--- config.mk ---
export PLATFORM = sky130hd
export DESIGN_NAME = alu_seq
export DESIGN_NICKNAME = d
export VERILOG_FILES = /design/src/rtl/alu_seq.sv
export SDC_FILE = /design/constraint.sdc
export NUM_CORES = 1
export LEC_CHECK = 0
export BUFFER_PORTS_ARGS = -buffer_cell sky130_fd_sc_hd__buf_2
export CAP_MARGIN = 25
export CORE_MARGIN = 2
export CORE_UTILIZATION = 45
export DETAILED_ROUTE_END_ITERATION = 8
export SETUP_SLACK_MARGIN = 0.4
export SKIP_CTS_REPAIR_TIMING = 1
export SLEW_MARGIN = 0
export SYNTH_ARGS = -nofsm -noshare
export SYNTH_HDL_FRONTEND = slang
export SYNTH_SLANG_ARGS = --single-unit
--- constraint.sdc ---
create_clock -name clk -period 10.2 [get_ports clk]
set_clock_uncertainty 0.2 [all_clocks]
set_input_delay 2.04 -clock clk [delete_from_list [all_inputs] [get_ports clk]]
set_output_delay 2.04 -clock clk [all_outputs]
set_load 0.02 [all_outputs]
--- src/rtl/alu_seq.sv ---
// alu_seq: handshaked WIDTH-bit ALU with registered result/Z/C/V/N and bit-serial shifts.
// Optional accumulator operand source enabled by defining ALU_ACC_EN.
module alu_seq #(
  parameter int WIDTH = 8
) (
  input  logic             clk,
  input  logic             rst,
  input  logic             in_valid,
  output logic             in_ready,
  input  logic [3:0]       opcode,
  input  logic [WIDTH-1:0] a,
  input  logic [WIDTH-1:0] b,
`ifdef ALU_ACC_EN
  input  logic             use_acc,
`endif
  output logic             out_valid,
  input  logic             out_ready,
  output logic [WIDTH-1:0] result,
  output logic             z,
  output logic             c,
  output logic             v,
  output logic             n
);

  localparam int SHAMT_W = $clog2(WIDTH);

  typedef enum logic [1:0] {
    S_IDLE  = 2'd0,
    S_SHIFT = 2'd1,
    S_HOLD  = 2'd2
  } state_t;

  state_t             state_r, state_s;
  logic [WIDTH-1:0]   work_r, work_s;
  logic [SHAMT_W-1:0] cnt_r, cnt_s;
  logic [1:0]         sop_r, sop_s;
  logic [WIDTH-1:0]   result_r, result_s;
  logic               z_r, z_s, c_r, c_s, v_r, v_s, n_r, n_s;
  logic               out_valid_r, out_valid_s;
  logic [WIDTH-1:0]   acc_r, acc_s;
  logic [WIDTH-1:0]   b_eff_s, shifted_s;
  logic [WIDTH+1:0]   eval_s;
  logic [SHAMT_W-1:0] amt_s;
  logic               accept_s, retire_s;

  // One step of the selected shift/rotate on the working register.
  function automatic logic [WIDTH-1:0] shift_one(input logic [1:0] sop, input logic [WIDTH-1:0] val);
    logic [WIDTH-1:0] r;
    case (sop)
      2'b00:   r = {val[WIDTH-2:0], 1'b0};
      2'b01:   r = {val[WIDTH-2:0], val[WIDTH-1]};
      2'b10:   r = {1'b0, val[WIDTH-1:1]};
      2'b11:   r = {val[WIDTH-1], val[WIDTH-1:1]};
      default: r = val;
    endcase
    return r;
  endfunction

  // Single-cycle evaluation; returns {result, carry, overflow}. Zero-amount shifts pass y through.
  function automatic logic [WIDTH+1:0] alu_eval(input logic [3:0] op, input logic [WIDTH-1:0] x,
                                                input logic [WIDTH-1:0] y);
    logic [WIDTH:0]   sum;
    logic [WIDTH-1:0] res, opd;
    logic             cy, ov, cin;
    res = {WIDTH{1'b0}};
    cy  = 1'b0;
    ov  = 1'b0;
    opd = op[0] ? {{(WIDTH-1){1'b0}}, 1'b1} : y;
    case (op[3:2])
      2'b00: res = y;
      2'b01: begin
        // SUB/DEC add the ones' complement plus one, so carry means no borrow
        if (op[1]) begin
          opd = ~opd;
        end else begin
          opd = opd;
        end
        sum = {1'b0, x} + {1'b0, opd} + {{WIDTH{1'b0}}, op[1]};
        res = sum[WIDTH-1:0];
        cy  = sum[WIDTH];
        cin = x[WIDTH-1] ^ opd[WIDTH-1] ^ res[WIDTH-1];
        ov  = cin ^ cy;
      end
      2'b10: begin
        case (op[1:0])
          2'b00:   res = x & y;
          2'b01:   res = x | y;
          2'b10:   res = x ^ y;
          2'b11:   res = ~(x | y);
          default: res = {WIDTH{1'b0}};
        endcase
      end
      2'b11: begin
        case (op[1:0])
          2'b00:   res = {{(WIDTH-1){1'b0}}, (x == y)};
          2'b01:   res = {{(WIDTH-1){1'b0}}, (x != y)};
          2'b10:   res = {{(WIDTH-1){1'b0}}, ($signed(x) > $signed(y))};
          2'b11:   res = {{(WIDTH-1){1'b0}}, ($signed(x) < $signed(y))};
          default: res = {WIDTH{1'b0}};
        endcase
      end
      default: res = {WIDTH{1'b0}};
    endcase
    return {res, cy, ov};
  endfunction

`ifdef ALU_ACC_EN
  assign b_eff_s = use_acc ? acc_r : b;
`else
  assign b_eff_s = b;
`endif

  assign amt_s     = a[SHAMT_W-1:0];
  assign in_ready  = (state_r == S_IDLE) || ((state_r == S_HOLD) && out_ready);
  assign accept_s  = in_valid && in_ready;
  assign retire_s  = out_valid_r && out_ready;
  assign shifted_s = shift_one(sop_r, work_r);
  assign eval_s    = alu_eval(opcode, a, b_eff_s);

  // Next-state and datapath decode.
  always_comb begin
    state_s     = state_r;
    work_s      = work_r;
    cnt_s       = cnt_r;
    sop_s       = sop_r;
    result_s    = result_r;
    z_s         = z_r;
    c_s         = c_r;
    v_s         = v_r;
    n_s         = n_r;
    out_valid_s = out_valid_r;
    acc_s       = acc_r;
    case (state_r)
      S_IDLE, S_HOLD: begin
        if (retire_s) begin
          state_s     = S_IDLE;
          out_valid_s = 1'b0;
          acc_s       = result_r;
        end else begin
          acc_s = acc_r;
        end
        // An accept in HOLD is only possible alongside a retire, so it restarts as from IDLE
        if (accept_s) begin
          if ((opcode[3:2] == 2'b00) && (amt_s != {SHAMT_W{1'b0}})) begin
            state_s     = S_SHIFT;
            work_s      = b_eff_s;
            cnt_s       = amt_s;
            sop_s       = opcode[1:0];
            out_valid_s = 1'b0;
          end else begin
            state_s     = S_HOLD;
            result_s    = eval_s[WIDTH+1:2];
            z_s         = (eval_s[WIDTH+1:2] == {WIDTH{1'b0}});
            c_s         = eval_s[1];
            v_s         = eval_s[0];
            n_s         = eval_s[WIDTH+1];
            out_valid_s = 1'b1;
          end
        end else begin
          work_s = work_r;
        end
      end
      S_SHIFT: begin
        work_s = shifted_s;
        cnt_s  = cnt_r - {{(SHAMT_W-1){1'b0}}, 1'b1};
        if (cnt_r == {{(SHAMT_W-1){1'b0}}, 1'b1}) begin
          state_s     = S_HOLD;
          result_s    = shifted_s;
          z_s         = (shifted_s == {WIDTH{1'b0}});
          c_s         = 1'b0;
          v_s         = 1'b0;
          n_s         = shifted_s[WIDTH-1];
          out_valid_s = 1'b1;
        end else begin
          state_s = S_SHIFT;
        end
      end
      default: begin
        state_s     = S_IDLE;
        out_valid_s = 1'b0;
      end
    endcase
  end

  // State and output registers with synchronous reset.
  always_ff @(posedge clk) begin
    if (rst) begin
      state_r     <= S_IDLE;
      work_r      <= {WIDTH{1'b0}};
      cnt_r       <= {SHAMT_W{1'b0}};
      sop_r       <= 2'b00;
      result_r    <= {WIDTH{1'b0}};
      z_r         <= 1'b0;
      c_r         <= 1'b0;
      v_r         <= 1'b0;
      n_r         <= 1'b0;
      out_valid_r <= 1'b0;
      acc_r       <= {WIDTH{1'b0}};
    end else begin
      state_r     <= state_s;
      work_r      <= work_s;
      cnt_r       <= cnt_s;
      sop_r       <= sop_s;
      result_r    <= result_s;
      z_r         <= z_s;
      c_r         <= c_s;
      v_r         <= v_s;
      n_r         <= n_s;
      out_valid_r <= out_valid_s;
      acc_r       <= acc_s;
    end
  end

`ifndef ALU_ACC_EN
  logic unused_acc_s;
  assign unused_acc_s = ^acc_r;
`endif

  assign out_valid = out_valid_r;
  assign result    = result_r;
  assign z         = z_r;
  assign c         = c_r;
  assign v         = v_r;
  assign n         = n_r;

endmodule
==> results of run 1 <==
[metrics by stage]
step / std cells / utilization / area [sq um] / setup WS [ns]
after global routing: 453 / 0.506 / 3000 / 5.05
after detailed placement: 448 / 0.497 / 2940 / 5.02
after global placement: 448 / 0.497 / 2940 / 5.10
final: 453 / 0.506 / 3000 / 5.28
after floorplan: 355 / - / 2760 / 5.34
after CTS: 452 / 0.505 / 2990 / 5.30
[layout make-up]
class | instances | area share
inverter | 21 | 0.0263
clock buffer | 3 | 0.0138
sequential | 27 | 0.180
timing repair buffer | 39 | 0.0668
clock inverter | 1 | 0.00167
tap | 75 | 0.0313
multi-input combinational | 287 | 0.680
[critical path, stage by stage]
cell and delay [ns]:
buf_2 0.55, nor3b_1 0.34, nor2_1 0.12, fa_1 0.40, nand2b_1 0.18, a21oi_1 0.14, o21a_1 0.16, mux2_2 0.15
a21oi_1 0.07, or4_1 0.55, o32ai_2 0.19
[cells by family (layout without fill, tap and decap cells)]
logic type,count (synthesis),count (layout),share of synthesized area
and+or+nand+nor,115,115,0.202
AOI/OAI and AO/OA,95,95,0.230
buffers and inverters,41,64,0.0658
adders and majority gates,34,34,0.157
DFF,27,27,0.196
muxes,22,22,0.0821
xor gates and xnor gates,21,21,0.0667
[state kept, by name, indices dropped and copies added (netlist names)]
name / flops
z: 1
cnt_r: 3
work_r: 8
v: 1
c: 1
result: 8
sop_r: 2
state_r: 2
out_valid: 1
[power by group]
part	internal, mW	total (mW)	switching (mW)	leakage (nW)
clock	0.0274	0.0604	0.0331	0.0255
combinational	0.0513	0.122	0.0704	1.09
sequential	0.111	0.116	0.00470	0.220
[cell usage after synthesis (all sizes together) (4+ instances only)]
library cell / count
nand2: 38
ha: 33
a21oi: 29
nor2: 29
dfxtp: 27
inv: 21
mux2i: 17
o21ai: 16
xnor2: 15
clkbuf: 14
nand2b: 14
nand3: 8
nor2b: 8
buf: 6
nor3: 6
xor2: 6
a211oi: 5
a21o: 5
a31oi: 5
mux2: 5
a21boi: 4
a221oi: 4
[routing by layer]
metal  GRT usage  vias to the layer above  share of wire  wire length (um)
met5           0                        -              0                 0
met4      0.0250                        0         0.0099                68
met3      0.0293                        4          0.038               260
met2       0.365                       58           0.46              3160
met1       0.303                     1164           0.49              3400
li1            -                     1292              -                 -
[how the worst min path moves through the flow]
stage                      to  slack (ns)  depth (start not counted)  startpoint
floorplan           work_r[0]        0.24                          2   work_r[0]
global placement            v        0.24                          2           v
detailed placement  result[1]        0.24                          2   result[1]
global route        result[5]        0.27                          2   result[5]
CTS                 result[1]        0.26                          2   result[1]
finish              result[1]        0.25                          2   result[1]
==> reports/results.ini, run 1 <==
[status]
outcome = complete, no violations

[floorplan]
pin_count = 38
die_w_um = 82.3
die_y_um = 82.3
dieArea_sq_um = 6770
initial_core_util = 0.466
coreArea_sq_um = 5920
num_rows = 28

[timing]
rsz0062_at_grt = no
max_freq_mhz = 203
setup_violations = 0
max_slew_margin = 0.523
post-route-period-util = 0.482
tightest_slew_ns = 0.716
min_period_ns = 4.92
hold_ws_ns = 0.253
tns_ns = 0
final-hold-violation-count = 0
final_max_slew_viol_count = 0

[synth]
yosysWarnings = 0
async_flop_share = 0
synth_flop_cell = dfxtp_1
yosysUniqueCellTypes = 55
syn_area_sq_um = 2760
synthCells = 355
synth_area_leader_cell = dfxtp_1
ys_ff_latch = 27
synth_nets = 413
netlist_top_cells_area = dfxtp_1 (20%), ha_1 (15%), mux2i_1 (6.2%)
synth_area_per_cell_sq_um = 7.77
synth_edf_count = 0
synth_top_area_frac = 0.196
yosysSeqAreaShare = 0.196

[critical_path]
start_kind = input port
regToRegEndpoint = z
r2r-start = state_r[1]
cp_data_required_time_ns = 10.19
endpoint_kind = flop
reg2reg_slack_ns = 7.71
cp-startpoint = opcode[1]
path_max_fanout = 30
reg2reg_depth = 7
cp-endpoint = z
arrival_ns = 4.91
critical_path_class = input port to flop

[clock_network]
clk_latency_ns = 0.27
clkTransAtPathRegs_ns = 0.10
numCtsBuffers = 3
tritoncts = yes
h-tree-depth = 1
clock_path_buffers = 2
clock-sinks = 27
cts-root-buf = clkbuf_8

[routing]
route.detailed.drc = 0
ant_nets = 0
wl_per_cell_um = 15.2
drt-initial-drc-count = 161
drt_wl_total_um = 6880
firstDrtPassIters = 4
via_per_inst = 5.56
via_count = 2518

[place]
gp_congestion = 0.890
dp.final_hpwl_um = 5280
io_buffers = 37

[layout]
nets = 437
syn_to_final_growth_pct = 8.62
fillers = 600
drive_gt1_frac = 0.148
final_cell_mix = nand2_1 (38), buf_2 (37), ha_1 (33)
final_common_cell = nand2_1
multi_input_area_sq_um = 2040
antenna_cells = 0
seqCellArea_sq_um = 541

[global_routing]
grt_pass1_vias = 2263
grt_max_degree = 31
antenna_found_initial = 0
grt-ovfl-total = 0
grt_pass1_wl_um = 11200
grt_usage = 0.216

[power_and_ir_drop]
power_density_nw_per_um2 = 99.6
p_leak_nw = 1.33
power.total_mw = 0.298
vdd_drop_max_mv = 0.0773

[run]
drv_cap = 0

[hold_path]
hp-class = flop to flop

Note: power is estimated with default switching activity, not from simulation.
==> inputs of run 2 (changes only) <==
Clock period 10.2 ns to 4.7 ns, I/O delays scaled along.
==> reports/results.ini, run 2 (synthesis results as in run 1) <==
[status]
outcome = complete, no violations

[place]
dp.cells = 450  ; +0.45%
io_buffers = 37  ; unchanged
gp_congestion = 0.906  ; +1.8%
dp_slack_ns = 0.824  ; -4.20 ns
dp.final_hpwl_um = 5300  ; +0.27%

[power_and_ir_drop]
intPower_mw = 0.415  ; +120%
switching_share = 0.361  ; -0.00146
p_sw_mw = 0.234  ; +120%
p_seq_frac = 0.389  ; about the same
power.total_mw = 0.649  ; +120%
clock_power_share = 0.203  ; about the same
power_frac_comb = 0.408  ; about the same
p_leak_nw = 1.33  ; +0.16%
power_density_nw_per_um2 = 216  ; +120%
vdd_drop_max_mv = 0.132  ; +70%

[clock_network]
clkTransAtPathRegs_ns = 0.08  ; -0.02 ns
clock_path_buffers = 2  ; unchanged
clock-sinks = 27  ; unchanged
cts-root-buf = clkbuf_8
h-tree-depth = 1  ; unchanged
tritoncts = yes
numCtsBuffers = 3  ; unchanged
clk_latency_ns = 0.28  ; about the same

[critical_path]
critical_path_class = input port to flop
cp_data_required_time_ns = 4.69  ; -5.50 ns
arrival_ns = 3.60  ; -1.31 ns
start_kind = input port
max_stage_delay_ns = 0.55  ; about the same
cpMaxStageDelayCell = or4_1
path_max_fanout = 28  ; -6.7%
endpoint_kind = flop
worstPathCellList = buf_2, nand2b_1, xnor2_1, inv_1, fa_1, nand2b_1, a21oi_1, o21a_1, mux2_2, a21oi_1, or4_1, o32ai_2

[global_routing]
antenna_found_initial = 0  ; unchanged
grt_pass1_vias = 2385  ; +5.4%
grt_max_degree = 29  ; -6.5%
grt_pass1_wl_um = 11400  ; +1.5%
grt_usage = 0.215  ; -0.00156
grt-ovfl-total = 0  ; unchanged

[floorplan]
die_w_um = 82.3  ; unchanged
initial_core_util = 0.466  ; unchanged
coreArea_sq_um = 5920  ; unchanged
num_rows = 28  ; unchanged
die_y_um = 82.3  ; unchanged
pin_count = 38  ; unchanged
dieArea_sq_um = 6770  ; unchanged

[run]
drv_cap = 0  ; unchanged

[layout]
final_cell_mix = nand2_1 (38), buf_2 (37), ha_1 (33)
syn_to_final_growth_pct = 8.85
fillers = 595  ; -0.83%
antenna_cells = 0  ; unchanged
seqCellArea_sq_um = 541  ; unchanged
final_cells = 454  ; +0.22%
multi_input_area_sq_um = 2040  ; unchanged
final_common_cell = nand2_1
nets = 438  ; +0.23%
drive_gt1_frac = 0.148  ; -0.000391

[routing]
wl_per_cell_um = 15.2  ; -0.26%
via_count = 2554  ; +1.4%
drt_wl_total_um = 6880  ; about the same
firstDrtPassIters = 4  ; unchanged
drt-initial-drc-count = 151  ; -6.2%
route.detailed.drc = 0  ; unchanged
ant_nets = 0  ; unchanged
via_per_inst = 5.63  ; +1.2%

[hold_path]
hp-class = flop to flop

[timing]
tns_ns = 0  ; unchanged
tightest_slew_ns = 0.533  ; -0.183 ns
max_slew_margin = 0.644  ; +0.121
setup_ws_ns = 1.09  ; -4.19 ns
final-hold-violation-count = 0  ; unchanged
max_freq_mhz = 277
final_max_slew_viol_count = 0  ; unchanged
post-route-period-util = 0.768
hold_ws_ns = 0.253  ; -0.0000620 ns
setup_violations = 0  ; unchanged
rsz0062_at_grt = no
min_period_ns = 3.61

[run 2: cell count changes in the layout (fill, tap and decap cells not counted)]
cell / delta
buf_4: +1
clkbuf_1: +1
clkinv_2: -1
[run 2: worst max-delay path, delay by kind of cell]
family / cells / cell delay, ns
AO/OA/AOI/OAI: 4 / 0.57
XOR/XNOR: 1 / 0.14
adder cells (fa/ha/maj): 1 / 0.42
buffers and inverters: 2 / 0.45
multiplexers: 1 / 0.16
AND/OR/NAND/NOR: 3 / 0.91
[run 2: worst paths after layout]
kind	start	end	slack (ns)	depth (start not counted)
setup reg to reg	state_r[1]	z	2.19	7
setup / recovery	opcode[0]	z	1.09	12
hold reg to reg	result[5]	result[5]	0.25	2
hold / removal	result[5]	result[5]	0.25	2
[run 2: power by group through the flow]
stage          Combinational (mW)  Sequential, mW  Clock, mW
2_1_floorplan               0.191           0.264          0
3_3_place_gp                0.261           0.257          0
3_5_place_dp                0.265           0.257          0
4_1_cts                     0.266           0.252      0.138
5_1_grt                     0.298           0.254      0.143
6_report                    0.265           0.252      0.132
[run 2: layer usage]
| layer | part of all wire | track usage | up-vias |
|---|---|---|---|
| met1 | 0.49 | 0.298 | 1181 |
| met5 | 0 | 0 | - |
| met3 | 0.039 | 0.0239 | 10 |
| met2 | 0.45 | 0.356 | 62 |
| met4 | 0.015 | 0.0500 | 0 |
| li1 | - | - | 1301 |
[run 2: per-stage QoR]
step,util,cell area [sq um]
finish,0.507,3000
global route,0.507,3000
CTS,0.507,3000
detailed placement,0.499,2960
global placement,0.499,2960
floorplan,-,2760
[run 2: cell type report]
cell class / instances / area share
inverter: 21 / 0.0263
tap: 75 / 0.0313
clock buffer: 4 / 0.0150
sequential: 27 / 0.180
timing repair buffer: 40 / 0.0692
multi-input combinational: 287 / 0.678
